**config.mk**
```make
export PLATFORM = sky130hd
export DESIGN_NAME = instr_fetch
export DESIGN_NICKNAME = d
export VERILOG_FILES = /design/src/rtl/instr_fetch.sv
export SDC_FILE = /design/constraint.sdc
export NUM_CORES = 1
export LEC_CHECK = 0
export ABC_CLOCK_PERIOD_IN_PS = 2500
export CORE_MARGIN = 2
export CORE_UTILIZATION = 25
export DETAILED_ROUTE_END_ITERATION = 8
export HOLD_SLACK_MARGIN = 0.05
export SYNTH_ARGS = -nofsm -noshare
export SYNTH_HDL_FRONTEND = slang
export SYNTH_SLANG_ARGS = --single-unit
```
**constraint.sdc**
```tcl
create_clock -name i_clk -period 2.5 [get_ports i_clk]
set_clock_uncertainty 0.05 [all_clocks]
set_input_delay 0.75 -clock i_clk [delete_from_list [all_inputs] [get_ports i_clk]]
set_output_delay 0.75 -clock i_clk [all_outputs]
set_load 0.05 [all_outputs]
```
**src/rtl/instr_fetch.sv**
```systemverilog
// Instruction fetch unit: owns the architectural PC, keeps at most one word fetch
// outstanding on the req/gnt/rvalid port and presents {pc, instr} to decode from a one-entry slot.
module instr_fetch #(
   parameter logic [31:0] RESET_PC = 32'h0000_0000
) (
   input  logic        i_clk,
   input  logic        i_rst,
   input  logic        i_redirect,
   input  logic [31:0] i_redirect_pc,
   output logic        o_imem_req,
   output logic [31:0] o_imem_addr,
   input  logic        i_imem_gnt,
   input  logic        i_imem_rvalid,
   input  logic [31:0] i_imem_rdata,
   output logic        o_if_valid,
   input  logic        i_if_ready,
   output logic [31:0] o_if_pc,
   output logic [31:0] o_if_instr
);

   typedef enum logic [1:0] {
      ST_REQ  = 2'd0,
      ST_WAIT = 2'd1,
      ST_DROP = 2'd2
   } state_t;

   localparam logic [31:0] C_RESET_PC = RESET_PC & 32'hFFFF_FFFC;

   state_t      r_state;
   logic [31:0] r_pc;
   logic        r_valid;
   logic [31:0] r_if_pc;
   logic [31:0] r_if_instr;

   logic [31:0] w_target;
   logic [31:0] w_pc_inc;
   logic        w_slot_free;
   logic        w_req;
   logic        w_if_valid;
   logic        w_grant;
   logic        w_pop;

   assign w_target    = i_redirect_pc & 32'hFFFF_FFFC;
   assign w_pc_inc    = r_pc + 32'd4;
   assign w_slot_free = ~r_valid | i_if_ready;
   assign w_grant     = w_req & i_imem_gnt;
   assign w_pop       = w_if_valid & i_if_ready;

   // Request only from REQ, and only when the slot will be empty by the time data returns.
   always_comb begin
      w_req = 1'b0;
      if (r_state == ST_REQ) begin
         w_req = w_slot_free & ~i_redirect & ~i_rst;
      end else begin
         w_req = 1'b0;
      end
   end

   // A slot presented during a redirect is wrong-path and must never reach decode.
   always_comb begin
      w_if_valid = 1'b0;
      if (i_rst || i_redirect) begin
         w_if_valid = 1'b0;
      end else begin
         w_if_valid = r_valid;
      end
   end

   // Fetch FSM, PC and output slot; redirect overrides every other update.
   always_ff @(posedge i_clk) begin
      if (i_rst) begin
         r_state    <= ST_REQ;
         r_pc       <= C_RESET_PC;
         r_valid    <= 1'b0;
         r_if_pc    <= C_RESET_PC;
         r_if_instr <= 32'h0000_0000;
      end else if (i_redirect) begin
         r_pc    <= w_target;
         r_valid <= 1'b0;
         case (r_state)
            ST_REQ:  r_state <= ST_REQ;
            ST_WAIT: r_state <= i_imem_rvalid ? ST_REQ : ST_DROP;
            ST_DROP: r_state <= i_imem_rvalid ? ST_REQ : ST_DROP;
            default: r_state <= ST_REQ;
         endcase
      end else begin
         if (w_pop) begin
            r_valid <= 1'b0;
         end
         case (r_state)
            ST_REQ: begin
               if (w_grant) begin
                  r_state <= ST_WAIT;
               end
            end
            ST_WAIT: begin
               // The load below wins over a same-cycle pop of the previous entry.
               if (i_imem_rvalid) begin
                  r_valid    <= 1'b1;
                  r_if_pc    <= r_pc;
                  r_if_instr <= i_imem_rdata;
                  r_pc       <= w_pc_inc;
                  r_state    <= ST_REQ;
               end
            end
            ST_DROP: begin
               if (i_imem_rvalid) begin
                  r_state <= ST_REQ;
               end
            end
            default: r_state <= ST_REQ;
         endcase
      end
   end

   assign o_imem_req  = w_req;
   assign o_imem_addr = r_pc;
   assign o_if_valid  = w_if_valid;
   assign o_if_pc     = r_if_pc;
   assign o_if_instr  = r_if_instr;

endmodule

```
==> After elaboration in Yosys (flattened, before gate mapping) <==
Index checks and enable logic that the tools add are counted.
{ "totals": {"register_bits": 99, "latchBits": 0, "ramBits": 0, "romBits": 0, "in_bits": 70, "output_inout_bits": 98, "word_cells": 43, "memories": 0} }
{ "classes": {"n_addsub": 1, "n_mul": 0, "div_mod_pow": 0, "magnitude_cmp": 0, "eq_ne": 4, "n_shift": 0, "n_mux": 14, "bitwise_logic": 8, "reduce_logical": 10} }
{ "op_table": {"columns": ["op", "count"], "rows": [
  ["two-way mux 32 bit", 3],
  ["adder 32 x 3 -> 32 bit, second input constant", 1],
  ["two-way mux 2 bit", 5],
  ["AND reduction 2 bit", 3],
  ["two-way mux 1 bit", 5],
  ["AND 1 bit", 4],
  ["case mux 2 bit (2 select lines)", 1],
  ["nonzero test 2 bit", 2],
  ["OR reduction 2 bit", 2],
  ["!= test 3 x 1 -> 1 bit, second input constant", 1],
  ["!= test 3 bit, second input constant", 1],
  ["NOT 1 bit", 3],
  ["AND reduction 3 bit", 1],
  ["== test 2 x 1 -> 1 bit, second input constant", 1],
  ["== test 2 bit, second input constant", 1],
  ["zero test 2 bit", 1],
  ["logical OR 1 bit", 1],
  ["bitwise OR 1 bit", 1]
]} }

==> Depth between registers and ports, before layout <==
Gate-level depths: netlist of run 1.
{ "depth": {"ltp_word": 9, "depth_mapped": 8, "ltp_nobuf": 6} }

==> Worst setup path after synthesis of run 1 <==
No wires, ideal clock.
{ "synth_timing": {"path_type": "input to output", "from": "in i_redirect", "to": "out o_imem_req", "arrival_time_ns": 1.635, "required_time_ns": 1.700, "setup_slack_ns": 0.065, "cell_stages": 3, "n_path_buf": 1, "path_cell_list": "clkbuf_1 -> nor2_1 -> and3_1"} }
{ "synth_via": {"elab_chain_len": 4} }
{ "synth_rtl": {"columns": ["item", "line", "source"], "rows": [
  ["from (decl)", "8", "input logic i_redirect,"],
  ["NOT 1 bit (no source line)", null, null],
  ["AND 1 bit (2 in a row)", "53", "w_req = w_slot_free & ~i_redirect & ~i_rst;"],
  ["two-way mux 1 bit", "52", "if (r_state == ST_REQ) begin"],
  ["to (decl)", "10", "output logic o_imem_req,"]
]} }
Every way passes these cells.

==> Final worst setup path of run 1 <==
{ "layout_timing": {"from": "in i_if_ready", "to": "out o_imem_req"} }
{ "layout_via": {"elab_chain_len": 4} }
{ "layout_rtl": {"columns": ["item", "line", "source"], "rows": [
  ["from (decl)", "16", "input logic i_if_ready,"],
  ["bitwise OR 1 bit", "45", "assign w_slot_free = ~r_valid | i_if_ready;"],
  ["AND 1 bit (2 in a row)", "53", null],
  ["two-way mux 1 bit", "52", null]
]} }
Every way passes these cells.

==> results of run 1 <==
==> timing repair <==
item	4_1_cts	5_1_grt
gates resized for setup	6	11
pin swaps	1	1
endpoints found under the hold margin	0	0
endpoints found under the setup margin	6	11
==> area by class of cell <==
type / count / share of cell area
timing repair buffer: 199 / 0.2987
clock buffer: 13 / 0.04029
inverter: 7 / 0.004067
tap: 216 / 0.04184
clock inverter: 3 / 0.002712
multi-input combinational: 383 / 0.3180
sequential: 95 / 0.2944
==> worst reg2reg max path: stages (launching register included) <==
cell and delay [ns]:
dfxtp_1 0.49, nand4_1 0.26, or4b_4 0.61, or4_1 0.53
a311oi_1 0.25
==> state kept, by name, indices dropped and copies added (netlist names) <==
register     cells
o_imem_addr     30
o_if_instr      32
o_if_pc         30
r_state          2
r_valid          1
==> per-stage QoR <==
| stage | instances | worst slack, ns | hold slack (ns) | TNS (ns) |
|---|---|---|---|---|
| after floorplan | 527 | 0.06498 | 0.4310 | 0 |
| after global placement | 900 | -0.09577 | 0.3911 | -0.6675 |
| after detailed placement | 900 | -0.1481 | 0.3986 | -1.874 |
| after CTS | 916 | 0.002279 | 0.4080 | 0 |
| after global routing | 916 | 0.01664 | 0.4243 | 0 |
| final | 916 | 0.05666 | 0.4047 | 0 |
==> path summary, 6_finish.rpt <==
kind	to	slack, ns	cells past startpoint
setup reg to reg	o_imem_addr[24]	0.23	4
hold / removal	o_if_instr[9]	0.40	2
setup / recovery	o_imem_req	0.06	4
hold reg to reg	o_if_instr[9]	0.40	2
==> routing by layer <==
metal  routed length (um)  vias to the layer above
met3                  894                       23
met1                 6023                     2063
li1                     -                     2168
met4                  418                        0
met5                    0                        -
met2                 6562                      131
==> power groups by stage <==
| stage | Combinational [mW] | Clock [mW] | Sequential (mW) |
|---|---|---|---|
| global placement | 0.506 | 0 | 1.63 |
| floorplan | 0.137 | 0 | 1.75 |
| detailed placement | 0.509 | 0 | 1.63 |
| CTS | 0.510 | 1.35 | 1.60 |
| finish | 0.507 | 1.31 | 1.60 |
| global route | 0.536 | 1.41 | 1.61 |
==> cell usage in the layout (no fill, tap or decap), types with 8 or more instances in the layout <==
| master | synthesis | layout |
|---|---|---|
| buf_4 | 4 | 44 |
| clkbuf_16 | 0 | 9 |
| nand2_1 | 146 | 146 |
| dlymetal6s2s_1 | 0 | 9 |
| a311oi_1 | 11 | 11 |
| nand4_1 | 13 | 13 |
| dfxtp_1 | 95 | 95 |
| a21oi_1 | 66 | 66 |
| nand3_1 | 10 | 10 |
| a211oi_1 | 9 | 9 |
| nor2_1 | 27 | 25 |
| clkdlybuf4s50_1 | 0 | 139 |
| or4_1 | 8 | 8 |
==> cells by family after synthesis <==
| family | share of synthesized area |
|---|---|
| AND/OR/NAND/NOR | 0.2765 |
| XOR/XNOR | 0.02549 |
| adder cells (fa/ha/maj) | 0.009106 |
| buffers and inverters | 0.04886 |
| flip-flops | 0.4613 |
| other | 0.0009096 |
| multiplexers | 0.002428 |
| AO/OA/AOI/OAI | 0.1754 |
==> reports/results.ini, run 1 <==
[outcome]
status = completed

[synth]
syn_avg_cell_area_sq_um = 7.868
yosysWarningCount = 0
yosys-top-cells-count = 146 x nand2_1, 95 x dfxtp_1, 66 x a21oi_1, 34 x clkbuf_1, 27 x nor2_1
synth_top_area_share = 0.4613
ys_top_cells_by_area = dfxtp_1 46%, nand2_1 13%, a21oi_1 8.0%
ys.flop_type = dfxtp_1
yosysUniqueCellTypes = 52
synth.most_common_cell = nand2_1
synth_edf_count = 0
ys_seq_area_frac = 0.4613
async_flop_share = 0
synth-seq-cells = 95
syn_area_sq_mm = 0.004123
yosysTopAreaCell = dfxtp_1
syn_inst = 524

[placement]
io_buffer_count = 161
gp_congestion = 0.8399
dpl_cell_area_sq_mm = 0.006148
hpwl_um = 10030

[routing]
vias = 4385
postRouteAntennaNets = 0
drt-wirelength-per-cell_um = 15.17
drc = 0
first_pass_iters = 4
drt_iter0_markers = 213
finalWirelength_um = 13900
viasPerCell = 4.787

[power]
p_leak_nw = 2.303
swShare = 0.2697
pwr-share-comb = 0.148
p_switching_mw = 0.9221
irDropWorstVdd_mv = 0.2975
clkPwrFrac = 0.384
p_total_mw = 3.419
p_seq_frac = 0.468
p_int_mw = 2.497
powerDensity_mw_per_mm2 = 529.3

[worst_setup_path]
cp-start-kind = input pin
critical-path-top-delay-family = buffers and inverters
cp_max_fo = 2
critPathSlowestCell = clkdlybuf4s50_1
end_kind = output port
path_cells = clkdlybuf4s50_1, nand2b_1, and3_4, buf_12
r2r-start = o_imem_addr[10]
critPathKind = in2out
critPathRequiredTime_ns = 1.70
critPathArrivalTime_ns = 1.64
setup.worst_path.start = i_if_ready
slowest_delay_ns = 0.45
cp_num_buf_inv = 2

[clock_network]
numClockSinks = 95
post_cts_buffers = 0
clk_pin_slew_ns = 0.06
clk_latency_ns = 0.34
numCtsBuffers = 9
cts_hold_buffers = 0
clockBufferDepth = 2
cts_tree = built
htreeDepth = 3
cts_root_buf = clkbuf_16

[sta]
fin_crit_ns = 2.443
slew_violations = 0
final-setup-viol-count = 0
hold_viol_final = 0
rsz0062_at_grt = false
relSlewSlack = 0.4346
tightestPinTransition_ns = 0.8481
fmax_mhz = 409.3
fin_crit_sh = 0.9773

[job]
max_cap_viol_count = 0

[cells_and_area]
nFillCells = 1632
post-route-cell-area_sq_mm = 0.006460
multi_input_area_sq_mm = 0.002054
antenna_cells = 0
seq_area_sq_mm = 0.001902
syn_to_final_growth_pct = 56.69
layout-drive-gt1-share = 0.09857
final_util = 0.4037
num-nets-final = 768

[floorplan]
core-area_sq_mm = 0.01600
dieArea_sq_mm = 0.01753
num_rows = 46
die_x_um = 132.4
start_util = 0.2577
ios = 168
die_y_um = 132.4

[global_route]
top_usage_layer = met2
grt_pass1_wl_um = 21980
first_global_vias = 4334
met2_usage = 0.2602
grt_usage = 0.1568
grt_overflow = 0
grt_max_degree = 79
grt.met3_usage = 0.04368
use_met1 = 0.1870
antenna_found_initial = 0

[worst_hold_path]
hp-start = o_if_instr[9]
worst_hold_path_type = reg2reg

Note: power is estimated with default switching activity, not from simulation.
==> run 2: changes to the inputs <==
--- a/config.mk
+++ b/config.mk
@@ -8,8 +8,10 @@
 export ABC_CLOCK_PERIOD_IN_PS = 2500
 export CORE_MARGIN = 2
 export CORE_UTILIZATION = 25
+export CTS_CLUSTER_SIZE = 30
 export DETAILED_ROUTE_END_ITERATION = 8
 export HOLD_SLACK_MARGIN = 0.05
+export PLACE_DENSITY = 0.5
 export SYNTH_ARGS = -nofsm -noshare
 export SYNTH_HDL_FRONTEND = slang
 export SYNTH_SLANG_ARGS = --single-unit
==> run 2 against run 1 <==
Compared with the run above:
- non-clock buffer count rose by 10
- worst setup slack got worse by 0.022 ns
- first-iteration DRC count fell by 17%
- total power rose by 1.4%
- critical path type unchanged
- cell count rose by 0.87%
- register-to-register slack barely moved
- cell area rose by 2.0%
- critical path depth did not move
- combinational power rose by 5.5%
==> reports/results.ini, run 2 (same netlist as run 1, synthesis figures left out) <==
[floorplan]
start_util = 0.2577
num_rows = 46
core-area_sq_mm = 0.01600
die_x_um = 132.4
die_y_um = 132.4
ios = 168
dieArea_sq_mm = 0.01753

[cells_and_area]
seq_area_sq_mm = 0.001902
largest_register_ffs = 32
multi_input_area_sq_mm = 0.002051
nFillCells = 1640
antenna_cells = 0
num-nets-final = 778
final_util = 0.4119
final_common_cell = nand2_1
final_cell_mix = 146 x nand2_1, 143 x clkdlybuf4s50_1, 95 x dfxtp_1, 66 x a21oi_1, 52 x buf_4
syn_to_final_growth_pct = 59.85
layout-drive-gt1-share = 0.1130

[placement]
pre_cts_ws_ns = -0.1576
hpwl_um = 10060
io_buffer_count = 161
gp_congestion = 0.8279

[worst_setup_path]
cp-start-kind = input pin
critPathRequiredTime_ns = 1.70
critPathArrivalTime_ns = 1.67
cp_max_fo = 2
critPathKind = in2out
slowest_delay_ns = 0.46
path_cells = clkdlybuf4s50_1, nand2b_1, and3_4, buf_12
end_kind = output port
critPathSlowestCell = clkdlybuf4s50_1

[routing]
finalWirelength_um = 14000
viasPerCell = 4.694
drt_iter0_markers = 177
postRouteAntennaNets = 0
vias = 4337
first_pass_iters = 5
drt-wirelength-per-cell_um = 15.15
drc = 0

[clock_network]
numCtsBuffers = 9
clk_pin_slew_ns = 0.06
numClockSinks = 95
clk_latency_ns = 0.35
cts_hold_buffers = 0
htreeDepth = 3
clockBufferDepth = 2
cts_root_buf = clkbuf_16
cts_tree = built

[global_route]
grt_max_degree = 62
grt_usage = 0.1590
grt_overflow = 0
grt_pass1_wl_um = 22310
antenna_found_initial = 0
first_global_vias = 4224

[sta]
final-setup-viol-count = 0
hold_viol_final = 0
worst_slack_ns = 0.03428
fin_crit_ns = 2.466
relSlewSlack = 0.5323
slew_violations = 0
fin_crit_sh = 0.9863
rsz0062_at_grt = false
tightestPinTransition_ns = 0.7016
fmax_mhz = 405.6

[power]
p_seq_frac = 0.459
pwr-share-comb = 0.154
p_switching_mw = 0.9073
clkPwrFrac = 0.387
p_leak_nw = 2.328
irDropWorstVdd_mv = 0.2998
swShare = 0.2616
p_int_mw = 2.561
powerDensity_mw_per_mm2 = 526.4

[outcome]
status = completed

[job]
max_cap_viol_count = 0

[worst_hold_path]
worst_hold_path_type = reg2reg

==> run 2: changes by cell type in the layout (fill, tap and decap cells not counted), moves of 2 or more <==
cell | before | now
buf_4 | 44 | 52
dlymetal6s2s_1 | 9 | 6
buf_12 | 3 | 8
clkinv_2 | 2 | 0
clkdlybuf4s50_1 | 139 | 143
dlygate4sd2_1 | 4 | 0
clkbuf_8 | 2 | 4
==> run 2: final cells by class <==
cell class | instances | area share
Clock buffer | 14 | 0.04310
Inverter | 7 | 0.003987
Multi-Input combinational cell | 383 | 0.3112
Sequential cell | 95 | 0.2886
Tap cell | 216 | 0.04101
Timing Repair Buffer | 209 | 0.3121
==> run 2: repair_timing <==
item                       CTS  global route
resized for setup            2             7
setup endpoints to repair    2             7
pin swaps                    2             1
hold endpoints to repair     0             0
buffers inserted             3             0
==> run 2: worst max-delay path: cells and delay by family <==
kind	cells	cell delay (ns)
buf+inv	2	0.59
simple gates	2	0.33
==> run 2: path summary, 6_finish.rpt <==
kind | start | to | slack, ns | depth (start not counted)
worst max-delay path | i_if_ready | o_imem_req | 0.03 | 4
worst min-delay path | o_if_pc[26] | o_if_pc[26] | 0.40 | 2
worst max register to register | o_imem_addr[12] | o_imem_addr[24] | 0.22 | 4
worst min register to register | o_if_pc[26] | o_if_pc[26] | 0.40 | 2
==> run 2: layer usage <==
layer,routed length (um),global-route usage,share of wire
met5,0,0,0
met4,146,0.05257,0.010
met3,985,0.05096,0.070
met2,6441,0.2559,0.46
met1,6428,0.2017,0.46
==> run 2: stage by stage <==
step | setup TNS (ns) | std cells | total power, mW | hold WS (ns) | instance area (sq um)
after floorplan | 0 | 527 | 1.889 | 0.4310 | 4134
after global placement | -1.159 | 907 | 2.152 | 0.3914 | 6256
after detailed placement | -1.451 | 907 | 2.156 | 0.3964 | 6256
after CTS | 0 | 924 | 3.522 | 0.4049 | 6570
after global routing | 0 | 924 | 3.612 | 0.4198 | 6590
final | 0 | 924 | 3.469 | 0.4018 | 6590
==> run 2: power by group through the flow <==
stage	Combinational, mW	Sequential (mW)	Clock (mW)
2_1_floorplan	0.137	1.75	0
5_1_grt	0.568	1.60	1.45
4_1_cts	0.537	1.59	1.39
3_5_place_dp	0.530	1.63	0
3_3_place_gp	0.526	1.63	0
6_report	0.535	1.59	1.34
